<file path="config.mk">
export PLATFORM = sky130hd
export DESIGN_NAME = tl_txn_tracker
export DESIGN_NICKNAME = d
export VERILOG_FILES = /design/src/rtl/tl_mon_pkg.sv /design/src/rtl/tl_beat_fsm.sv /design/src/rtl/tl_txn_tracker.sv
export SDC_FILE = /design/constraint.sdc
export NUM_CORES = 1
export LEC_CHECK = 0
export ABC_AREA = 1
export BUFFER_PORTS_ARGS = -buffer_cell sky130_fd_sc_hd__buf_2
export CAP_MARGIN = 40
export CELL_PAD_IN_SITES_DETAIL_PLACEMENT = 1
export CELL_PAD_IN_SITES_GLOBAL_PLACEMENT = 1
export CORE_MARGIN = 5
export CORE_UTILIZATION = 30
export CTS_CLUSTER_DIAMETER = 100
export DETAILED_ROUTE_END_ITERATION = 7
export MAX_ROUTING_LAYER = met4
export PLACE_DENSITY_LB_ADDON = 0.1
export SYNTH_ARGS = -nofsm -noshare
export SYNTH_HDL_FRONTEND = slang
export SYNTH_HIERARCHICAL = 1
export SYNTH_SLANG_ARGS = --single-unit
</file>
<file path="constraint.sdc">
create_clock -name clk -period 2.6 [get_ports clk]
set_input_delay 0.13 -clock clk [delete_from_list [all_inputs] [get_ports clk]]
set_output_delay 0.13 -clock clk [all_outputs]
set_load 0.02 [all_outputs]
</file>
<file path="src/rtl/tl_mon_pkg.sv">
// rtl/tl_mon_pkg.sv - shared opcodes, error indices, beat FSM state and helpers for the TileLink tracker
package tl_mon_pkg;

  localparam logic [2:0] A_PUT_FULL      = 3'd0;
  localparam logic [2:0] A_PUT_PARTIAL   = 3'd1;
  localparam logic [2:0] A_ARITHMETIC    = 3'd2;
  localparam logic [2:0] A_LOGICAL       = 3'd3;
  localparam logic [2:0] A_GET           = 3'd4;
  localparam logic [2:0] A_INTENT        = 3'd5;
  localparam logic [2:0] A_ACQUIRE_BLOCK = 3'd6;
  localparam logic [2:0] A_ACQUIRE_PERM  = 3'd7;

  localparam logic [2:0] D_ACCESS_ACK      = 3'd0;
  localparam logic [2:0] D_ACCESS_ACK_DATA = 3'd1;
  localparam logic [2:0] D_HINT_ACK        = 3'd2;
  localparam logic [2:0] D_GRANT           = 3'd4;
  localparam logic [2:0] D_GRANT_DATA      = 3'd5;
  localparam logic [2:0] D_RELEASE_ACK     = 3'd6;

  localparam int ERR_A_DUP_SRC  = 0;
  localparam int ERR_D_NO_SRC   = 1;
  localparam int ERR_A_BURST    = 2;
  localparam int ERR_D_BURST    = 3;
  localparam int ERR_E_NO_SINK  = 4;
  localparam int ERR_D_DUP_SINK = 5;
  localparam int ERR_A_UNSTABLE = 6;
  localparam int ERR_D_UNSTABLE = 7;

  // Wide enough for a 2^15-byte message on an 8-bit bus.
  localparam int BEAT_W = 16;

  typedef enum logic {
    BEAT_IDLE  = 1'b0,
    BEAT_BURST = 1'b1
  } beat_state_e;

  function automatic logic is_a_data(input logic [2:0] op);
    return (op <= A_LOGICAL);
  endfunction

  function automatic logic is_d_data(input logic [2:0] op);
    return (op == D_ACCESS_ACK_DATA) || (op == D_GRANT_DATA);
  endfunction

  function automatic logic [BEAT_W-1:0] beats(input logic [3:0] size,
                                              input logic       has_data,
                                              input logic [3:0] lg_bytes);
    logic [BEAT_W-1:0] n;
    n = BEAT_W'(1);
    if (has_data && (size > lg_bytes)) n = BEAT_W'(1) << (size - lg_bytes);
    return n;
  endfunction

  function automatic logic [2:0] first_err_code(input logic [7:0] errs);
    logic [2:0] code;
    code = 3'd0;
    for (int i = 7; i >= 0; i--) begin
      if (errs[i]) code = 3'(i);
    end
    return code;
  endfunction

endpackage

</file>
<file path="src/rtl/tl_beat_fsm.sv">
// rtl/tl_beat_fsm.sv - per-channel beat tracker: flags first/last beats and header changes inside a burst
module tl_beat_fsm
  import tl_mon_pkg::*;
#(
  parameter int SOURCE_W = 4,
  parameter int LG_BYTES = 3
) (
  input  logic                clk,
  input  logic                rst,
  input  logic                i_fire,
  input  logic [2:0]          i_opcode,
  input  logic [3:0]          i_size,
  input  logic [SOURCE_W-1:0] i_source,
  input  logic                i_has_data,
  output logic                o_first,
  output logic                o_last,
  output logic                o_burst_err
);

  beat_state_e         r_state;
  beat_state_e         w_state_nxt;
  logic [2:0]          r_opcode;
  logic [3:0]          r_size;
  logic [SOURCE_W-1:0] r_source;
  logic [BEAT_W-1:0]   r_rem;
  logic [BEAT_W-1:0]   w_rem_nxt;
  logic [BEAT_W-1:0]   w_beats;
  logic                w_latch;

  assign w_beats = beats(i_size, i_has_data, 4'(LG_BYTES));

  always_comb begin
    w_state_nxt = r_state;
    w_rem_nxt   = r_rem;
    w_latch     = 1'b0;
    o_first     = 1'b0;
    o_last      = 1'b0;
    o_burst_err = 1'b0;
    case (r_state)
      BEAT_IDLE: begin
        if (i_fire) begin
          o_first = 1'b1;
          if (w_beats == BEAT_W'(1)) begin
            o_last = 1'b1;
          end else begin
            w_latch     = 1'b1;
            w_rem_nxt   = w_beats - BEAT_W'(1);
            w_state_nxt = BEAT_BURST;
          end
        end
      end
      BEAT_BURST: begin
        if (i_fire) begin
          // A mismatching beat is still consumed so the burst stays aligned.
          o_burst_err = (i_opcode != r_opcode) || (i_size != r_size) ||
                        (i_source != r_source);
          w_rem_nxt   = r_rem - BEAT_W'(1);
          if (r_rem == BEAT_W'(1)) begin
            o_last      = 1'b1;
            w_state_nxt = BEAT_IDLE;
          end
        end
      end
      default: w_state_nxt = BEAT_IDLE;
    endcase
  end

  always_ff @(posedge clk) begin
    if (rst) begin
      r_state  <= BEAT_IDLE;
      r_rem    <= '0;
      r_opcode <= '0;
      r_size   <= '0;
      r_source <= '0;
    end else begin
      r_state <= w_state_nxt;
      r_rem   <= w_rem_nxt;
      if (w_latch) begin
        r_opcode <= i_opcode;
        r_size   <= i_size;
        r_source <= i_source;
      end
    end
  end

endmodule

</file>
<file path="src/rtl/tl_txn_tracker.sv">
// rtl/tl_txn_tracker.sv - TileLink A/D/E transaction tracker: outstanding sources, pending GrantAcks,
// sticky protocol error flags and completed-message counters
module tl_txn_tracker
  import tl_mon_pkg::*;
#(
  parameter int ADDR_W   = 64,
  parameter int DATA_W   = 64,
  parameter int SOURCE_W = 4,
  parameter int SINK_W   = 4,
  parameter int CNT_W    = 32
) (
  input  logic                   clk,
  input  logic                   rst,
  input  logic                   clr,
  input  logic                   a_valid,
  input  logic                   a_ready,
  input  logic [2:0]             a_opcode,
  input  logic [2:0]             a_param,
  input  logic [3:0]             a_size,
  input  logic [SOURCE_W-1:0]    a_source,
  input  logic [ADDR_W-1:0]      a_address,
  input  logic                   d_valid,
  input  logic                   d_ready,
  input  logic [2:0]             d_opcode,
  input  logic [3:0]             d_size,
  input  logic [SOURCE_W-1:0]    d_source,
  input  logic [SINK_W-1:0]      d_sink,
  input  logic                   d_denied,
  input  logic                   e_valid,
  input  logic                   e_ready,
  input  logic [SINK_W-1:0]      e_sink,
  output logic [(1<<SOURCE_W)-1:0] src_busy,
  output logic [(1<<SINK_W)-1:0]   sink_busy,
  output logic [7:0]             err_flags,
  output logic [3:0]             err_first,
  output logic [CNT_W-1:0]       a_msg_cnt,
  output logic [CNT_W-1:0]       d_msg_cnt
);

  localparam int NSRC     = 1 << SOURCE_W;
  localparam int NSINK    = 1 << SINK_W;
  localparam int LG_BYTES = $clog2(DATA_W / 8);
  localparam int A_PL_W   = 3 + 3 + 4 + SOURCE_W + ADDR_W;
  localparam int D_PL_W   = 3 + 4 + SOURCE_W + SINK_W + 1;

  logic w_a_fire, w_d_fire, w_e_fire;
  logic w_a_first, w_a_last, w_a_burst_err;
  logic w_d_first, w_d_last, w_d_burst_err;
  logic w_d_clr_src, w_d_set_sink;

  logic [NSRC-1:0]   r_src_busy, w_src_set, w_src_clr;
  logic [NSINK-1:0]  r_sink_busy, w_sink_set, w_sink_clr;
  logic [7:0]        r_err_flags, w_err_new;
  logic [3:0]        r_err_first;
  logic [CNT_W-1:0]  r_a_cnt, r_d_cnt;

  logic              r_a_hold, r_d_hold;
  logic [A_PL_W-1:0] r_a_payload, w_a_payload;
  logic [D_PL_W-1:0] r_d_payload, w_d_payload;

  assign w_a_fire = a_valid & a_ready;
  assign w_d_fire = d_valid & d_ready;
  assign w_e_fire = e_valid & e_ready;

  tl_beat_fsm #(.SOURCE_W(SOURCE_W), .LG_BYTES(LG_BYTES)) u_a_fsm (
    .clk         (clk),
    .rst         (rst),
    .i_fire      (w_a_fire),
    .i_opcode    (a_opcode),
    .i_size      (a_size),
    .i_source    (a_source),
    .i_has_data  (is_a_data(a_opcode)),
    .o_first     (w_a_first),
    .o_last      (w_a_last),
    .o_burst_err (w_a_burst_err)
  );

  tl_beat_fsm #(.SOURCE_W(SOURCE_W), .LG_BYTES(LG_BYTES)) u_d_fsm (
    .clk         (clk),
    .rst         (rst),
    .i_fire      (w_d_fire),
    .i_opcode    (d_opcode),
    .i_size      (d_size),
    .i_source    (d_source),
    .i_has_data  (is_d_data(d_opcode)),
    .o_first     (w_d_first),
    .o_last      (w_d_last),
    .o_burst_err (w_d_burst_err)
  );

  // ReleaseAck answers a C-channel Release, so it never retires an A source.
  assign w_d_clr_src  = w_d_last && ((d_opcode == D_ACCESS_ACK) || (d_opcode == D_ACCESS_ACK_DATA) ||
                                     (d_opcode == D_HINT_ACK) || (d_opcode == D_GRANT) ||
                                     (d_opcode == D_GRANT_DATA));
  assign w_d_set_sink = w_d_last && !d_denied &&
                        ((d_opcode == D_GRANT) || (d_opcode == D_GRANT_DATA));

  assign w_src_set  = w_a_first    ? (NSRC'(1) << a_source)  : '0;
  assign w_src_clr  = w_d_clr_src  ? (NSRC'(1) << d_source)  : '0;
  assign w_sink_set = w_d_set_sink ? (NSINK'(1) << d_sink)   : '0;
  assign w_sink_clr = w_e_fire     ? (NSINK'(1) << e_sink)   : '0;

  assign w_a_payload = {a_opcode, a_param, a_size, a_source, a_address};
  assign w_d_payload = {d_opcode, d_size, d_source, d_sink, d_denied};

  always_comb begin
    w_err_new = '0;
    w_err_new[ERR_A_DUP_SRC]  = w_a_first && r_src_busy[a_source] &&
                                !(w_d_clr_src && (d_source == a_source));
    w_err_new[ERR_D_NO_SRC]   = w_d_clr_src && !r_src_busy[d_source];
    w_err_new[ERR_A_BURST]    = w_a_burst_err;
    w_err_new[ERR_D_BURST]    = w_d_burst_err;
    w_err_new[ERR_E_NO_SINK]  = w_e_fire && !r_sink_busy[e_sink];
    w_err_new[ERR_D_DUP_SINK] = w_d_set_sink && r_sink_busy[d_sink];
    w_err_new[ERR_A_UNSTABLE] = r_a_hold && (!a_valid || (w_a_payload != r_a_payload));
    w_err_new[ERR_D_UNSTABLE] = r_d_hold && (!d_valid || (w_d_payload != r_d_payload));
  end

  always_ff @(posedge clk) begin
    if (rst) begin
      r_src_busy  <= '0;
      r_sink_busy <= '0;
      r_err_flags <= '0;
      r_err_first <= '0;
      r_a_cnt     <= '0;
      r_d_cnt     <= '0;
      r_a_hold    <= 1'b0;
      r_d_hold    <= 1'b0;
      r_a_payload <= '0;
      r_d_payload <= '0;
    end else begin
      // Set wins over a same-cycle clear of the same bit.
      r_src_busy  <= (r_src_busy & ~w_src_clr) | w_src_set;
      r_sink_busy <= (r_sink_busy & ~w_sink_clr) | w_sink_set;
      if (clr) begin
        r_err_flags <= '0;
        r_err_first <= '0;
      end else begin
        r_err_flags <= r_err_flags | w_err_new;
        if (!r_err_first[3] && (w_err_new != 8'd0))
          r_err_first <= {1'b1, first_err_code(w_err_new)};
      end
      if (w_a_last && (r_a_cnt != '1)) r_a_cnt <= r_a_cnt + CNT_W'(1);
      if (w_d_last && (r_d_cnt != '1)) r_d_cnt <= r_d_cnt + CNT_W'(1);
      r_a_hold    <= a_valid & ~a_ready;
      r_d_hold    <= d_valid & ~d_ready;
      r_a_payload <= w_a_payload;
      r_d_payload <= w_d_payload;
    end
  end

  assign src_busy  = r_src_busy;
  assign sink_busy = r_sink_busy;
  assign err_flags = r_err_flags;
  assign err_first = r_err_first;
  assign a_msg_cnt = r_a_cnt;
  assign d_msg_cnt = r_d_cnt;

endmodule

</file>
==> flow_summary.toml <==
[floorplanning]
core_area_um2 = 47700
rows = 80
ioPinCount = 215
initial_core_util_pct = 30.4
die_x_um = 230
die-area_um2 = 52900
die-height_um = 230

[critical_path]
critPathMaxStageDelay_ns = 0.55
cp-start-kind = "input port"
arrival_ns = 2.82
crit_path_end_kind = "flip-flop"
cp_max_fo = 7
path_cells = "dlygate4sd3_1 > buf_6 > buf_4 > nand4_1 > nor2_2 > nor2_2 > nand3_4 > o31ai_4 > buf_4 > nand2_4 > inv_4 > nand4_2 > nor2_1 > nand2_1 > nor3_1 > nor3b_2"
worst_path_max_delay_cell = "dlygate4sd3_1"
worstSetupPathType = "input port to flip-flop"
cp.required_ns = 3.00
ff2ff_path_depth = 12

[timing]
fmax_mhz = 413
finalMaxSlewViolations = 0
setup_violations = 0
holdWs_ns = 0.0516
hold_viol_final = 0
clock_skew_ns = 0.0163
relSlewSlack_pct = 44.5
min_period_over_period_pct = 93.1
period_needed_ns = 2.42
tightest_slew_ns = 0.832

[logic_synthesis]
async_reset_ff_share_pct = 0
synth_warnings = 6
yosys.cell_types.count = 63
synth.area.top_cells = "dfxtp_1 (36%), nand2_1 (12%), nor2_1 (9.4%)"
synthFlopType = "dfxtp_1"
netlist_area_um2 = 14500
synth_top_area_share_pct = 35.9
avgSynthCellArea_um2 = 6.64
synthesis.nets = 2301
synth-seq-area-share_pct = 35.9
syn-instance-count = 2184
yosysTopAreaCell = "dfxtp_1"
synth_edf_count = 0
ys_ff_latch = 260

[clock_network]
htree_levels = 2
cts_num_sinks = 260
numCtsBuffers = 35
clk_path_buf_depth = 3
cts_tree = "built"
clk_pin_slew_ns = 0.06
clkLatencyLatePin_ns = 0.54
clock-root-buffer = "clkbuf_16"

[cells_and_area]
fin_nets = 2675
fillers = 6110
drive_gt1_share_pct = 19.7
layout-area-overhead-vs-synth_pct = 29.8
fin_util_pct = 39.4

[route]
wl_per_cell_um = 16.4
post-route-drc-count = 0
dr.pass1.iters = 4
drt_iter0_markers = 635
vias = 15300
drt-total-wl_um = 52500
viasPerCell = 4.80
ant_nets = 0

[placement]
gp_congestion = 0.839
port_buffers = 214
hpwlAfterDp_um = 39800

[global_routing]
grt_pass1_vias = 16200
grt_usage_pct = 20.1
grt_pass1_wl_um = 85000
overflow = 0
antenna_found_initial = 1
grt_max_degree = 72

[power]
leakage_nw = 8.51
finalPower_w = 0.0104
peakVddDrop_v = 0.000428
power_density_nw_per_um2 = 550

[hold_path]
min_path_type = "input port to flip-flop"
whs_path_depth = 4

[run]
cap_violations = 0

[run_status]
status = "completed"
-- final cells by class --
type / instances / area [µm²] / area share (%)
diodes: 2 / 5.00 / 0.0266
clock buffers: 51 / 977 / 5.19
clock inverters: 5 / 45.0 / 0.239
inverters: 338 / 1290 / 6.87
multi-input cells: 1532 / 7810 / 41.5
flip-flops and latches: 260 / 5200 / 27.6
well taps: 615 / 769 / 4.09
repair buffers: 391 / 2720 / 14.5
-- per-layer routing --
metal  vias up  share of wire [%]  GRT usage [%]
li1       7719                  -              -
met5         -                  0              -
met4         0                2.7           5.79
met1      7284                 46           24.8
met2       244                 47           33.8
met3        72                4.3           3.63
-- worst max-delay path, delay by kind of cell --
family	cells	cell delay [ns]
AOI/OAI and AO/OA	1	0.28
and+or+nand+nor	10	1.26
buffers and inverters	5	1.15
-- timing repair --
item | 4_1_cts | 5_1_grt
hold buffers | 93 | 0
setup buffers | 0 | 3
resized for setup | 0 | 40
hold endpoints to repair | 128 | 0
setup endpoints to repair | 0 | 49
-- synth_stat cells (all sizes together) (2+ instances only) --
| library cell | n |
|---|---|
| o2111ai | 5 |
| nand2 | 496 |
| nor2 | 389 |
| xor2 | 17 |
| o21bai | 5 |
| nor4 | 19 |
| or2 | 6 |
| nor3 | 49 |
| o21ai | 154 |
| o41ai | 16 |
| o21a | 4 |
| ha | 10 |
| o22ai | 16 |
| xnor2 | 43 |
| clkinv | 2 |
| nor4b | 2 |
| dfxtp | 260 |
| a22oi | 4 |
| a21oi | 122 |
| inv | 336 |
| a31oi | 7 |
| nand3 | 100 |
| nor3b | 10 |
| o31ai | 5 |
| buf | 22 |
| nand4 | 46 |
| clkbuf | 32 |
-- layout by cell type, fill, tap and decap left out, types with 6 or more instances in the layout --
master,synthesis,routed
nand2_1,461,456
nor2_1,365,356
inv_1,304,303
dfxtp_1,260,260
buf_2,7,209
o21ai_0,125,125
a21oi_1,112,112
dlygate4sd3_1,0,90
nand3_1,90,88
buf_4,1,80
nor3_1,45,45
nand4_1,44,44
xnor2_1,43,43
clkbuf_16,0,36
inv_2,27,26
nand2_2,21,23
nor2_2,13,21
o21ai_1,18,18
xor2_1,17,17
o41ai_1,16,16
nand2_4,12,15
o22ai_1,15,15
nor4_1,17,15
clkbuf_1,31,13
nor2_4,11,12
o21ai_2,11,11
a21oi_2,10,10
ha_1,10,9
nand3_2,6,8
a31oi_1,7,7
nor3b_1,7,6
-- power by group --
group,internal (W),switching [W]
registers,0.00415,0.000109
logic,0.000650,0.00102
clock network,0.00260,0.00183
-- logic make-up (layout without fill, tap and decap cells) --
logic type                 count (synthesis)  after routing  synth area share, %
AOI/OAI and AO/OA                        341            341                 13.6
and+or+nand+nor                         1121           1121                 35.0
DFF                                      260            260                 35.9
buffers and inverters                    392            785                 11.1
adders and majority gates                 10             10                0.862
xor gates and xnor gates                  60             60                 3.62
other                                      0              2                    0
-- state kept, by name, summed over array words and instances (netlist names), 4 cells and up --
register          count
err_first             4
u_d_fsm/r_source      4
u_a_fsm/r_size        4
src_busy             16
d_msg_cnt            32
a_msg_cnt            32
u_a_fsm/r_rem        16
r_a_payload          78
u_d_fsm/r_rem        16
err_flags             8
u_a_fsm/r_source      4
u_d_fsm/r_size        4
r_d_payload          16
sink_busy            16
-- worst paths after layout --
path	slack (ns)	end	start
hold reg to reg	0.45	err_flags[6]	err_flags[6]
hold / removal	0.05	r_d_payload[14]	d_opcode[1]
setup / recovery	0.18	d_msg_cnt[25]	d_size[2]
setup reg to reg	0.24	a_msg_cnt[24]	u_a_fsm/r_rem[4]
-- per-stage QoR --
| step | std cells | TNS [ns] | cell area, µm² | worst slack, ns |
|---|---|---|---|---|
| 3_3_place_gp | 3039 | 0 | 16700 | 0.0220 |
| 3_5_place_dp | 3041 | -0.0888 | 16700 | -0.0392 |
| 5_1_grt | 3193 | -0.128 | 18800 | -0.0495 |
| 6_report | 3194 | 0 | 18800 | 0.179 |
| 2_1_floorplan | 2184 | 0 | 14500 | 0.00966 |
| 4_1_cts | 3190 | 0 | 18700 | 0.0504 |
Power figures use the tool's default switching activity.
